--- src/rtl/plru_victim_ctrl.sv ---
// plru_victim_ctrl
//   Request sequencer in front of one pseudo-LRU state array. A hit promotes
//   the hitting way. A miss reads the PLRU way and picks a victim, preferring
//   the lowest invalid way. It then runs the writeback and fill handshakes as
//   needed, and finally promotes the victim.
//   Optional build macro: PLRU_VICTIM_STATS_EN adds saturating 32-bit
//   hit / miss / writeback counters as extra outputs.
module plru_victim_ctrl #(
  parameter int S_INDEX = 3,
  parameter int S_ASSOC = 8,
  parameter int S_WIDTH = $clog2(S_ASSOC)
) (
  input  logic               clk,
  input  logic               rst_n,
  input  logic               req_valid,
  output logic               req_ready,
  input  logic [S_INDEX-1:0] req_index,
  input  logic               req_hit,
  input  logic [S_ASSOC-1:0] req_hit_way,
  input  logic [S_ASSOC-1:0] set_valid,
  input  logic [S_ASSOC-1:0] set_dirty,
  output logic               plru_read,
  output logic               plru_load,
  output logic [S_INDEX-1:0] plru_index,
  output logic [S_ASSOC-1:0] plru_tag_hit,
  input  logic [S_WIDTH-1:0] plru_way,
  input  logic               plru_valid,
  output logic               wb_req,
  input  logic               wb_ack,
  output logic               fill_req,
  input  logic               fill_ack,
  output logic               resp_valid,
  output logic [S_WIDTH-1:0] resp_way
`ifdef PLRU_VICTIM_STATS_EN
  ,
  output logic [31:0]        stat_hits,
  output logic [31:0]        stat_misses,
  output logic [31:0]        stat_wbs
`endif
);

  typedef enum logic [2:0] {
    IDLE,
    HIT_UPD,
    LRU_RD,
    LRU_WAIT,
    WB,
    FILL,
    MISS_UPD
  } state_t;

  state_t             state;
  logic [S_ASSOC-1:0] valid_q;
  logic [S_ASSOC-1:0] dirty_q;
  logic [S_WIDTH-1:0] victim;
  logic [S_WIDTH-1:0] victim_nx;

  // Index of the lowest set bit; 0 when no bit is set.
  function automatic logic [S_WIDTH-1:0] lowest_set(input logic [S_ASSOC-1:0] v);
    // NOTE: assign a default before the loop so every path drives a value; otherwise a combinational caller infers a latch.
    lowest_set = '0;
    for (int i = S_ASSOC - 1; i >= 0; i--) begin
      if (v[i]) lowest_set = S_WIDTH'(i);
    end
  endfunction

  // Victim choice: an invalid way first, then the PLRU way if the array's output is valid, else way 0.
  always_comb begin
    victim_nx = '0;
    if (!(&valid_q))  victim_nx = lowest_set(~valid_q);
    else if (plru_valid) victim_nx = plru_way;
  end

  // Main sequencer. Outputs are registered and take the values for the state being entered.
  always_ff @(posedge clk or negedge rst_n) begin
    if (!rst_n) begin
      state        <= IDLE;
      req_ready    <= 1'b1;
      plru_read    <= 1'b0;
      plru_load    <= 1'b0;
      plru_index   <= '0;
      plru_tag_hit <= '0;
      wb_req       <= 1'b0;
      fill_req     <= 1'b0;
      resp_valid   <= 1'b0;
      resp_way     <= '0;
      valid_q      <= '0;
      dirty_q      <= '0;
      victim       <= '0;
    end else begin
      // NOTE: non-blocking assignments here, so every register sees pre-edge values regardless of statement order.
      plru_read  <= 1'b0;
      plru_load  <= 1'b0;
      resp_valid <= 1'b0;
      case (state)
        IDLE: begin
          if (req_valid && req_ready) begin
            req_ready  <= 1'b0;
            plru_index <= req_index;
            valid_q    <= set_valid;
            dirty_q    <= set_dirty;
            if (req_hit) begin
              state        <= HIT_UPD;
              plru_load    <= 1'b1;
              plru_tag_hit <= req_hit_way;
              resp_valid   <= 1'b1;
              resp_way     <= lowest_set(req_hit_way);
            end else begin
              state     <= LRU_RD;
              plru_read <= 1'b1;
            end
          end
        end
        HIT_UPD: begin
          state     <= IDLE;
          req_ready <= 1'b1;
        end
        LRU_RD: begin
          state <= LRU_WAIT;
        end
        LRU_WAIT: begin
          victim <= victim_nx;
          if (valid_q[victim_nx] && dirty_q[victim_nx]) begin
            state  <= WB;
            wb_req <= 1'b1;
          end else begin
            state    <= FILL;
            fill_req <= 1'b1;
          end
        end
        WB: begin
          if (wb_ack) begin
            state    <= FILL;
            wb_req   <= 1'b0;
            fill_req <= 1'b1;
          end
        end
        FILL: begin
          if (fill_ack) begin
            state        <= MISS_UPD;
            fill_req     <= 1'b0;
            plru_load    <= 1'b1;
            plru_tag_hit <= S_ASSOC'(1) << victim;
            resp_valid   <= 1'b1;
            resp_way     <= victim;
          end
        end
        MISS_UPD: begin
          state     <= IDLE;
          req_ready <= 1'b1;
        end
        default: begin
          state     <= IDLE;
          req_ready <= 1'b1;
          wb_req    <= 1'b0;
          fill_req  <= 1'b0;
        end
      endcase
    end
  end

`ifdef PLRU_VICTIM_STATS_EN
  // Saturating event counters for hits, completed misses and completed writebacks.
  always_ff @(posedge clk or negedge rst_n) begin
    if (!rst_n) begin
      stat_hits   <= '0;
      stat_misses <= '0;
      stat_wbs    <= '0;
    end else begin
      if (state == HIT_UPD && stat_hits != '1)           stat_hits   <= stat_hits + 32'd1;
      if (state == MISS_UPD && stat_misses != '1)        stat_misses <= stat_misses + 32'd1;
      if (state == WB && wb_ack && stat_wbs != '1)       stat_wbs    <= stat_wbs + 32'd1;
    end
  end
`endif

  // A hit must name exactly one way.
  a_hit_onehot: assert property (@(posedge clk) disable iff (!rst_n)
    (req_valid && req_ready && req_hit) |-> $onehot(req_hit_way));

  // Array read and load are mutually exclusive.
  a_rd_ld_excl: assert property (@(posedge clk) disable iff (!rst_n)
    !(plru_read && plru_load));

endmodule

--- config.mk ---
export PLATFORM = sky130hd
export DESIGN_NAME = plru_victim_ctrl
export DESIGN_NICKNAME = d
export VERILOG_FILES = /design/src/rtl/plru_victim_ctrl.sv
export SDC_FILE = /design/constraint.sdc
export NUM_CORES = 1
export LEC_CHECK = 0
export ABC_AREA = 1
export CAP_MARGIN = 30
export CORE_MARGIN = 2
export CORE_UTILIZATION = 40
export DETAILED_ROUTE_END_ITERATION = 8
export GPL_TIMING_DRIVEN = 0
export PLACE_DENSITY_LB_ADDON = 0.1
export SYNTH_ARGS = -nofsm -noshare
export SYNTH_HDL_FRONTEND = slang
export SYNTH_SLANG_ARGS = --single-unit
--- constraint.sdc ---
create_clock -name clk -period 4.15 [get_ports clk]
set_input_delay 0.6225 -clock clk [delete_from_list [all_inputs] [get_ports clk]]
set_output_delay 0.6225 -clock clk [all_outputs]
set_load 0.05 [all_outputs]
==> metrics.md, run 1 <==
| Metric | Value |
|---|---|
| Most common cell after layout, fill and taps aside | nand2_1 |
| Reg2reg start | state[1]$_DFFE_PN0P_ |
| R2r setup slk | 2280 ps |
| Die width | 76.2 µm |
| Internal power | 0.602 mW |
| Die Y | 76.2 µm |
| Placed inst area | 0.00276 mm² |
| Post-CTS resize count | 0 |
| Largest net degree at the start of global routing | 22 |
| Worst skew pair latency | 290 ps |
| First-pass GRT wire length | 8.22 mm |
| Worst Reg-to-Reg Cells | 7 |
| Max stage delay on crit path | 800 ps |
| I/O pins | 57 |
| CP endpoint kind | output port |
| Total power | 0.784 mW |
| Cell Chain, Critical Path | clkdlybuf4s50_1 |
| Slew at the pin closest to its max-slew limit | 515 ps |
| Leakage power total | 1.37 nW |
| Avg Synthesized Cell Area | 7.55 µm² |
| Worst Setup Start Kind | register |
| Clock buffer depth | 2 |
| Die Footprint | 0.00580 mm² |
| Fmax achieved | 441 MHz |
| Number of remaining DRC errors | 0 |
| Layout cells sized above 1 | 0.0762 |
| Total Wirelength | 4.55 mm |
| H-tree depth | 2 |
| Crit path max fanout | 4 |
| Mapped Area | 0.00208 mm² |
| Worst path top cell family by delay | buffers and inverters |
| Commonest cells after routing, fill and taps aside | nand2_1 (106), clkdlybuf4s50_1 (55), dfrtp_1 (40) |
| Combinational power share | 0.119 |
| Crit Path Class | register to output port |
| Nets | 377 |
| Slew Limit Fails | 0 |
| Min Hold Slack | 295 ps |
| Worst vdd ir | 0.132 mV |
| RR Endpoint | valid_q[2]$_DFFE_PN0P_ |
| 1st-pass router iterations | 4 |
| Initial DRC Count | 88 |
| Seq. cell area | 0.00103 mm² |
| CTS Buf Count | 5 |
| Final setup fails | 0 |
| Req. time, crit path | 3530 ps |
| Fin area | 0.00286 mm² |
| ANT nets after route | 0 |
| Period utilization | 0.546 |
| Sw frac | 0.232 |
| Levels on crit path | 1 |
| Clock Tree Root | clkbuf_8 |
| Final hold vios | 0 |
| Sequential Power Share | 0.520 |
| Antenna violations before repair | 0 |
| Flops & latches, synth | 41 |
| Core Rows | 26 |
| Core area | 0.00507 mm² |
| Crit path from | req_ready$_DFFE_PN1P_ |
| Setup Skew | 5.69 ps |
| Dpl hpwl | 3.61 mm |
| Mapped Cells | 276 |
| Fin crit period | 2270 ps |
| Status | completed |
| Psw | 0.182 mW |
| WP data arrival | 1640 ps |
| Pwr Density | 275 mW/mm² |
| Ant diodes | 0 |
| Number of vias per cell | 4.62 |
| Drt wl/cell | 11.1 µm |
| Fin cells | 411 |
| Max_cap viols | 0 |
| Clock tree sinks | 41 |
| Main flop type after synthesis | dfrtp_1 |
| Synth cell types | 27 |
| Port bufs | 56 |
| Gpl congestion | 0.845 |
| Vias after detailed routing | 1899 |
| Grt total ovfl | 0 |
| Syn Nets | 313 |
| Post-CTS repair timing setup buffer count | 0 |
| Relative slew slack | 0.657 |
| Worst Hold Class | input pin to async pin |
| Post-synth EDFFs | 0 |
| GRT Util Overall | 0.174 |
| Placed Cells incl. Taps | 403 |
| Clock Power Share | 0.362 |
| Reg clk slew, reported paths | 80 ps |
| Cts hold-fix bufs | 0 |
| Crit path buffers/inverters | 1 |
| Worst setup path endpoint | req_ready |
| Syn-to-layout area delta | 37.0% |
| Synth warn | 0 |
| Vias in the first global route | 1847 |
| CTS tree | yes |
| Area of the multi-input gates | 930 µm² |
| Initial Util | 0.411 |
| Unrepaired setup endpoints after global routing | no |
| Slowest-stage cell, CP | clkdlybuf4s50_1 |
| Filler cells | 509 |
| Sequential area share after synthesis | 0.493 |
| Ys async rst share | 1.00 |
| TNS Setup | 0 ps |
-- how the worst min path moves through the flow --
stage	end	slack, ps	start	depth (start not counted)
2_1_floorplan	dirty_q[0]$_DFFE_PN0P_	330	rst_n	0
3_3_place_gp	fill_req$_DFFE_PN0P_	460	fill_req$_DFFE_PN0P_	2
3_5_place_dp	fill_req$_DFFE_PN0P_	460	fill_req$_DFFE_PN0P_	2
4_1_cts	resp_valid$_DFF_PN0_	310	rst_n	1
5_1_grt	resp_valid$_DFF_PN0_	330	rst_n	1
6_report	resp_valid$_DFF_PN0_	290	rst_n	1
-- final cells by class --
type	instances	area share
multi-input cells	203	0.325
inverters	25	0.0329
clock buffers	7	0.0337
clock inverters	1	0.00175
repair buffers	57	0.204
well taps	70	0.0307
flip-flops and latches	41	0.360
plain buffers	7	0.0118
-- power groups by stage --
stage / Sequential [mW] / Combinational (mW) / Clock [mW]
6_report: 0.407 / 0.0930 / 0.284
5_1_grt: 0.408 / 0.101 / 0.314
4_1_cts: 0.408 / 0.0945 / 0.296
3_5_place_dp: 0.416 / 0.0941 / 0
3_3_place_gp: 0.415 / 0.0907 / 0
2_1_floorplan: 0.435 / 0.0130 / 0
-- kinds of logic (layout without fill, tap and decap cells) --
family                 count (synthesis)  in the layout  synth area share
AOI/OAI and AO/OA                     44             44             0.114
buffers and inverters                 32             97            0.0612
DFF                                   41             41             0.493
muxes                                  1              1           0.00540
and+or+nand+nor                      158            158             0.327
-- flip-flops by register name, summed over array words and instances, names as in the netlist, 3 cells and up --
register      flops
resp_way          3
plru_index        3
dirty_q           8
plru_tag_hit      8
state             3
valid_q           8
victim            3
-- per-stage QoR --
| stage | setup slack [ps] | util |
|---|---|---|
| 6_report | 1880 | 0.563 |
| 3_3_place_gp | 1400 | 0.538 |
| 4_1_cts | 1860 | 0.563 |
| 3_5_place_dp | 1800 | 0.543 |
| 2_1_floorplan | 2500 | - |
| 5_1_grt | 1850 | 0.563 |
-- layer usage --
layer	wire (µm)	part of all wire	track usage	up-vias
li1	-	-	-	1007
met1	2050	0.45	0.225	849
met2	2240	0.49	0.288	37
met3	196	0.043	0.0391	6
met4	64	0.014	0.0600	0
met5	0	0	0	-
-- synth_stat cells (2+ instances only) --
library cell,n,area share
nand2_1,106,0.19
dfrtp_1,40,0.48
nor2_1,25,0.045
inv_1,23,0.041
a21oi_1,20,0.048
o21ai_0,17,0.041
nand3_1,14,0.034
buf_2,3,0.0072
clkbuf_1,3,0.0054
nand3_2,3,0.014
a31oi_1,2,0.0060
clkinv_1,2,0.0036
nor3_1,2,0.0048
o21a_1,2,0.0072
o21ai_2,2,0.0084
(Power assumes the default switching activity.)
==> inputs of run 2 (changes only) <==
==> constraint.sdc (replaced) <==
create_clock -name clk -period 1.8 [get_ports clk]
set_input_delay 0.27 -clock clk [delete_from_list [all_inputs] [get_ports clk]]
set_output_delay 0.27 -clock clk [all_outputs]
set_load 0.05 [all_outputs]
==> run 2 against run 1 <==
Clock skew grew 3.8 ps. Largest cell class unchanged. Hold slack gained 180 ps. Largest power group unchanged. Sequential power up 130%. Final area up 6.1%. Power rose by 130%. Register-to-register slack worse by 2200 ps. Utilization increased by 3.5 points.
==> metrics.md, run 2 (same netlist as run 1, synthesis figures left out) <==
| Metric | Value |
|---|---|
| Slew Limit Fails | 0 (unchanged) |
| Req. time, crit path | 1530 ps (-2000 ps) |
| Clock Tree Root | clkbuf_8 |
| Initial Util | 0.411 (unchanged) |
| Top flop regs | dirty_q (8), plru_tag_hit (8), valid_q (8) |
| Period utilization | 0.962 |
| Final setup fails | 0 (unchanged) |
| Placed Cells incl. Taps | 403 (unchanged) |
| Die width | 76.2 µm (unchanged) |
| Status | completed |
| Fin area | 0.00303 mm² (+6.1%) |
| Largest net degree at the start of global routing | 22 (unchanged) |
| Total power | 1.82 mW (+130%) |
| Vias in the first global route | 1871 (+1.3%) |
| 1st-pass router iterations | 4 (unchanged) |
| I/O pins | 57 (unchanged) |
| Die Footprint | 0.00580 mm² (unchanged) |
| Nets | 387 (+2.7%) |
| Core Rows | 26 (unchanged) |
| Crit path from | plru_tag_hit[2]$_DFFE_PN0P_ |
| DRT met1 WL | 2.16 mm (+5.2%) |
| Worst path top cell family by delay | buffers and inverters |
| TNS Setup | 0 ps (unchanged) |
| Relative slew slack | 0.658 (+0.00157) |
| Post-place setup slack | -201 ps (-2000 ps) |
| Hold Startpoint | fill_req$_DFFE_PN0P_ |
| Grt total ovfl | 0 (unchanged) |
| First-pass GRT wire length | 8.31 mm (+1.1%) |
| Max_cap viols | 0 (unchanged) |
| Max stage delay on crit path | 800 ps (about the same) |
| CTS tree | yes |
| Crit Path Class | register to output port |
| H-tree depth | 2 (unchanged) |
| CTS Buf Count | 5 (unchanged) |
| Min Hold Slack | 471 ps (+176 ps) |
| Ant diodes | 0 (unchanged) |
| Drt wl/cell | 11.7 µm (+5.4%) |
| Die Y | 76.2 µm (unchanged) |
| GRT Util Overall | 0.176 (+0.00204) |
| Port bufs | 56 (unchanged) |
| Final hold vios | 0 (unchanged) |
| Worst Setup Start Kind | register |
| Placed inst area | 0.00276 mm² (unchanged) |
| Area of the multi-input gates | 0.00102 mm² (+10%) |
| Reg2reg start | valid_q[3]$_DFFE_PN0P_ |
| ANT nets after route | 0 (unchanged) |
| Commonest cells after routing, fill and taps aside | nand2_1 (97), clkdlybuf4s50_1 (53), dfrtp_1 (39) |
| Top Layer Used | met4 |
| Syn-to-layout area delta | 45.4% |
| Reg clk slew, reported paths | 80 ps (about the same) |
| CP endpoint kind | output port |
| Initial DRC Count | 111 (+26%) |
| Crit path buffers/inverters | 1 (unchanged) |
| Slowest-stage cell, CP | clkdlybuf4s50_1 |
| Slew at the pin closest to its max-slew limit | 513 ps (-2.36 ps) |
| Clock buffer depth | 2 (unchanged) |
| Antenna violations before repair | 0 (unchanged) |
| Met3 wire len | 217 µm (+11%) |
| Unrepaired setup endpoints after global routing | yes |
| Gpl congestion | 0.845 (unchanged) |
| Filler cells | 483 (-5.1%) |
| Worst skew pair latency | 300 ps (about the same) |
| Setup Skew | 9.45 ps (+3.76 ps) |
| Pwr Density | 601 mW/mm² (+120%) |
| Fmax achieved | 578 MHz |
| WP data arrival | 1460 ps (-180 ps) |
| Leakage power total | 1.44 nW (+5.1%) |
| Number of vias per cell | 4.70 (+1.7%) |
| Vias after detailed routing | 1978 (+4.2%) |
| Final core utilization | 0.597 (+0.0345) |
| Layout cells sized above 1 | 0.154 (+0.0776) |
| Fin crit period | 1730 ps |
| Crit path max fanout | 2 (-2) |
| Most common cell after layout, fill and taps aside | nand2_1 |
| Cell Chain, Critical Path | clkdlybuf4s50_1 |
| Number of remaining DRC errors | 0 (unchanged) |
| Clock tree sinks | 41 (unchanged) |
| Fin cells | 421 (+2.4%) |
| Worst vdd ir | 0.321 mV (+140%) |
| Core area | 0.00507 mm² (unchanged) |
| Total Wirelength | 4.92 mm (+8.0%) |
| Met2 routed WL | 2.48 mm (+11%) |
| Seq. cell area | 0.00103 mm² (+0.12%) |
| Worst Hold Class | register to register |
| Dpl hpwl | 3.61 mm (unchanged) |
| Setup ws final | 68.9 ps (-1820 ps) |
-- run 2: changes by cell type in the layout (fill, tap and decap cells not counted), moves of 3 or more --
cell,change
buf_4,+10
nand2_1,-9
nand2_2,+9
nand3_1,-5
nand3_2,+3
-- run 2: what timing repair did --
item,in CTS,in global routing
hold buffers,1,0
gates cloned,0,0
pin swaps,0,9
resized for setup,4,25
buffers inserted,0,9
endpoints found under the setup margin,13,22
hold endpoints to repair,19,0
-- run 2: cell type report --
type / instances / area share
clock buffer: 7 / 0.0318
timing repair buffer: 67 / 0.217
tap: 70 / 0.0289
inverter: 25 / 0.0314
buffer: 7 / 0.0120
multi-input combinational: 203 / 0.338
clock inverter: 1 / 0.00165
sequential: 41 / 0.339
-- run 2: path summary, 6_finish.rpt --
check | endpoint | slack, ps | depth (start not counted)
max | plru_tag_hit[2] | 70 | 1
min | fill_req$_DFFE_PN0P_ | 470 | 2
max reg2reg | fill_req$_DFFE_PN0P_ | 120 | 13
min reg2reg | fill_req$_DFFE_PN0P_ | 470 | 2
max in group asynchronous | valid_q[1]$_DFFE_PN0P_ | 830 | 3
min in group asynchronous | resp_valid$_DFF_PN0_ | 480 | 2
-- run 2: metal layers --
metal  vias to the layer above  GRT usage
li1                       1025          -
met1                       903      0.225
met5                         -          0
met3                         6     0.0391
met4                         0     0.0600
met2                        44      0.295
-- run 2: report_power, final --
group / leakage (nW) / internal (mW) / switching [mW] / total, mW
Sequential: 0.531 / 0.933 / 0.00646 / 0.939
Clock: 0.0542 / 0.347 / 0.319 / 0.666
Combinational: 0.850 / 0.110 / 0.107 / 0.217
==> patch 1: new RTL, config.mk and constraints of run 1 <==
Add a define of `PLRU_VICTIM_STATS_EN`.
--- a/src/rtl/plru_victim_ctrl.sv
+++ b/src/rtl/plru_victim_ctrl.sv
@@ -5,6 +5,8 @@
 //   needed, and finally promotes the victim.
 //   Optional build macro: PLRU_VICTIM_STATS_EN adds saturating 32-bit
 //   hit / miss / writeback counters as extra outputs.
+`define PLRU_VICTIM_STATS_EN
+
 module plru_victim_ctrl #(
   parameter int S_INDEX = 3,
   parameter int S_ASSOC = 8,
Formal check against the unedited RTL (old outputs only; new: stat_hits, stat_misses and stat_wbs): equivalent (Yosys induction, for registers that start in step).
==> patch 1 against run 1 <==
  * Routed wire length grew to 4.0 times the old value
  * Sequential cell count grew 96
  * Largest cell class is now multi-input gates
  * Synthesized area rose to 3.5 times the old value
  * Setup slack got worse by 0.15 ns
  * Final area rose to 3.5 times the old value
  * Register-to-register slack got worse by 0.27 ns
  * Total power rose to 6.8 times the old value
  * Combinational power rose to 20 times the old value
==> patch 1: results (changes against run 1) <==
status completed (unchanged); Worst VDD drop 0.000435 V (was 0.000132 V); fin cells 1319 (was 411); Regs by FF count stat_hits: 32 flops, stat_misses: 32 flops, stat_wbs: 32 flops (was dirty_q: 8 flops, plru_tag_hit: 8 flops, valid_q: 8 flops); clk_skew 0.0104 ns (was 0.00569 ns); fillers 1735 (was 509); CTS H-tree depth 4 (was 2); Worst Path Max Fanout 3 (was 4); GRT Resource Usage Total 19.7% (was 17.4%); initial DRC count 340 (was 88); Post-Place Cell Area 0.00923 sq mm (was 0.00276 sq mm); Netlist cell types 39 (was 27); r2r endpoint stat_hits[18]$_DFFE_PN0P_ (was valid_q[2]$_DFFE_PN0P_); Clock Latency Late Sink 0.42 ns (was 0.29 ns); Leak Pwr 4.40 nW (was 1.37 nW); IO Port Bufs 152 (was 56); via density per instance 4.81 (was 4.62); r2r startpoint stat_hits[0]$_DFFE_PN0P_ (was state[1]$_DFFE_PN0P_); syn nets 945 (was 313); Placer Congestion 0.876 (was 0.845); hpwl dp 13.8 mm (was 3.61 mm); clk root buf clkbuf_16 (was clkbuf_8); reg-to-reg slack, setup 2.01 ns (was 2.28 ns); layout cell share with drive strength beyond 1 11.2% (was 7.62%); Post-Route WL 18.4 mm (was 4.55 mm); Relative slew margins 59.8% (was 65.7%); post-synthesis sequential area ratio 46.4% (was 49.3%)
-- patch 1: changes by cell type in the layout (fill, tap and decap cells not counted), sizes merged, moves of 38 or more --
cell	change
dfrtp	+96
clkdlybuf4s50	+96
nor2	+89
inv	+78
nand2	+161
xor2	+65
nor3	+38
-- patch 1: stage by stage --
stage,setup TNS [ns],setup slack [ns],util (%)
finish,0,1.73,54.7
global route,0,1.70,54.7
CTS,0,1.73,54.7
detailed placement,0,1.85,51.2
global placement,-436.81,-3.21,51.0
floorplan,0,1.91,-
-- patch 1: how the worst min path moves through the flow --
stage	start	to	slack, ns	depth (start not counted)
global placement	wb_req$_DFFE_PN0P_	wb_req$_DFFE_PN0P_	0.46	2
CTS	rst_n	stat_hits[7]$_DFFE_PN0P_	0.19	1
finish	rst_n	stat_hits[7]$_DFFE_PN0P_	0.18	1
floorplan	rst_n	dirty_q[0]$_DFFE_PN0P_	0.33	0
global route	rst_n	stat_hits[7]$_DFFE_PN0P_	0.23	1
detailed placement	plru_index[2]$_DFFE_PN0P_	plru_index[2]$_DFFE_PN0P_	0.46	2
-- patch 1: logic make-up after synthesis --
| group | share of synthesized area (%) |
|---|---|
| compound gates | 3.64 |
| buf+inv | 6.31 |
| xor+xnor | 10.5 |
| flops | 46.4 |
| fa+ha+maj | 0.508 |
| simple gates | 32.6 |
-- patch 1: area by class of cell --
cell class,count,area (sq um),area share [%]
plain buffers,13,87.6,0.888
clock buffers,20,467,4.73
clock inverters,12,171,1.74
inverters,101,379,3.84
multi-input cells,654,3490,35.4
flip-flops and latches,137,3430,34.8
well taps,229,287,2.90
repair buffers,153,1550,15.7
-- patch 1: layer usage --
layer  vias to the layer above  global-route usage, %  part of all wire (%)
met4                         0                   6.00                   1.7
met3                        25                   4.82                   4.5
li1                       3234                      -                     -
met5                         -                      0                     0
met2                       132                   30.6                    46
met1                      2956                   27.5                    48
-- patch 1: power by group through the flow --
stage                     Combinational (mW)  Sequential (mW)  Clock (mW)
final                                   1.84             1.85        1.64
after global routing                    2.02             1.90        1.73
after CTS                               1.86             1.85        1.67
after detailed placement                1.85             1.87           0
after global placement                  1.83             1.88           0
after floorplan                        0.677             2.42           0
==> patch 2: new RTL, flow settings as in run 1 <==
Without the edit above. Re-encode `state_t` (7 states) as one-hot, 7 bits wide.
--- a/src/rtl/plru_victim_ctrl.sv
+++ b/src/rtl/plru_victim_ctrl.sv
@@ -39,14 +39,14 @@
 `endif
 );
 
-  typedef enum logic [2:0] {
-    IDLE,
-    HIT_UPD,
-    LRU_RD,
-    LRU_WAIT,
-    WB,
-    FILL,
-    MISS_UPD
+  typedef enum logic [6:0] {
+    IDLE     = 7'b0000001,
+    HIT_UPD  = 7'b0000010,
+    LRU_RD   = 7'b0000100,
+    LRU_WAIT = 7'b0001000,
+    WB       = 7'b0010000,
+    FILL     = 7'b0100000,
+    MISS_UPD = 7'b1000000
   } state_t;
 
   state_t             state;
Formal check against the unedited RTL: no difference found for any inputs over 10 cycles, from zero or initial values and one cycle with rst_n low; not proved beyond that.
==> patch 2 against run 1 <==
  * Setup slack worse by 0.0065 ns
  * Sequential share of layout area increased by 1.4 points
  * Synthesized cell count up 4.3%
  * Routed wire length increased by 9.3%
  * Synthesized area grew 9.1%
  * Via count is 8.8% higher
  * Sequential cell count grew 4
  * Fmax decreased by 0.29%
  * Die area increased by 8.6%
  * Final area up 5.8%
Power is not compared: it rests on default switching activity, and its combinational part moved more than twofold at a synthesized area within 25%.
==> patch 2: results (changes against run 1) <==
status completed (unchanged); Commonest cells post-synth nand2_1 (104), dfrtp_1 (43), inv_1 (29) (was nand2_1 (106), dfrtp_1 (40), nor2_1 (25)); initial antenna violation count 0 (unchanged); DP Cell Count 417 (was 403); critical path's largest stage delay 0.80 ns (about the same); clk root buf clkbuf_8 (unchanged); post-synthesis sequential area ratio 49.6% (was 49.3%); Seq/total area 37.3% (was 36.0%); CTS clk-pin slew, worst paths 0.09 ns; Post-synth ARST share 100% (unchanged); clk_skew 0.00775 ns (was 0.00569 ns); reg-to-reg slack, setup 2.34 ns (was 2.28 ns); via count 2067 (was 1899); TritonCTS buffer count 5 (unchanged); Non-clock inverters 33 (was 25); Yosys reg bits 45 (was 41); Synth area leaders dfrtp_1 (47%), nand2_1 (17%), inv_1 (4.8%) (was dfrtp_1 (48%), nand2_1 (19%), a21oi_1 (4.8%)); syn nets 325 (was 313); first-pass GRT wire length 8.60 mm (was 8.22 mm); Placer Congestion 0.836 (was 0.845); worst slew pin tran 0.752 ns (was 0.515 ns); buffering overhead 20.7% (was 21.6%); max cap viols 0 (unchanged); Buffers, non-clock 66 (was 64); Post-Route WL 4.98 mm (was 4.55 mm); vias in the first global route 1940 (was 1847); r2r startpoint state[4]$_DFFE_PN0P_ (was state[1]$_DFFE_PN0P_); Clock Latency Late Sink 0.30 ns; Arr. time, crit path 1.65 ns; pin count of the biggest net entering global routing 26 (was 22); Initial DRT Pass Iterations 4 (unchanged); Post-Place Cell Area 0.00294 sq mm (was 0.00276 sq mm); nets 389 (was 377); multi-input combinational area share 32.1% (was 32.5%); core area 0.00551 sq mm (was 0.00507 sq mm); hpwl dp 3.91 mm (was 3.61 mm); fillers 541 (was 509); r2r endpoint plru_tag_hit[0]$_DFFE_PN0P_ (was valid_q[2]$_DFFE_PN0P_); WL per Instance 11.7 microns (was 11.1 microns); Layout clock area frac 2.73% (was 3.55%); Reg2Reg Depth 8 (was 7); Post-Syn Area per Cell 7.90 sq um (was 7.55 sq um); Netlist cell types 35 (was 27); # diodes 0 (unchanged); CTS-repair resized insts 0 (unchanged); comb_multi_in 201 (was 203); layout cell share with drive strength beyond 1 10.2% (was 7.62%); GRT Resource Usage Total 17.4% (about the same); Worst Path Max Fanout 3 (was 4); initial DRC count 64 (was 88); layout clock buffer count 6 (was 7); CP top delay family buffers and inverters (unchanged); clk buf depth 2 (unchanged)
-- patch 2: power breakdown --
group	switching [mW]	total [mW]	internal, mW
combinational	0.613	0.951	0.338
sequential	0.130	0.749	0.619
clock	0.148	0.265	0.117
-- patch 2: layer usage --
layer	up-vias	GRT usage, %	part of all wire, %
met4	0	5.69	1.1
met5	-	0	0
met1	957	23.3	47
li1	1053	-	-
met2	50	27.4	47
met3	7	4.75	4.7
-- patch 2: through the flow --
step                      setup WS [ns]  power (mW)  hold slack [ns]  util [%]
final                              1.88        1.97            0.280      54.9
after global routing               1.84        2.11            0.297      54.9
after global placement             1.20        1.70            0.454      53.1
after floorplan                    2.57        1.40            0.327         -
after detailed placement           1.98        1.72            0.459      53.4
after CTS                          1.87        1.98            0.292      54.9
-- patch 2: cells by family (layout without fill, tap and decap cells) --
kind of cell | Yosys count | count (layout) | synth area share [%]
AOI/OAI and AO/OA | 34 | 34 | 8.75
buffers and inverters | 42 | 107 | 7.70
DFF | 45 | 45 | 49.6
and+or+nand+nor | 167 | 167 | 33.9
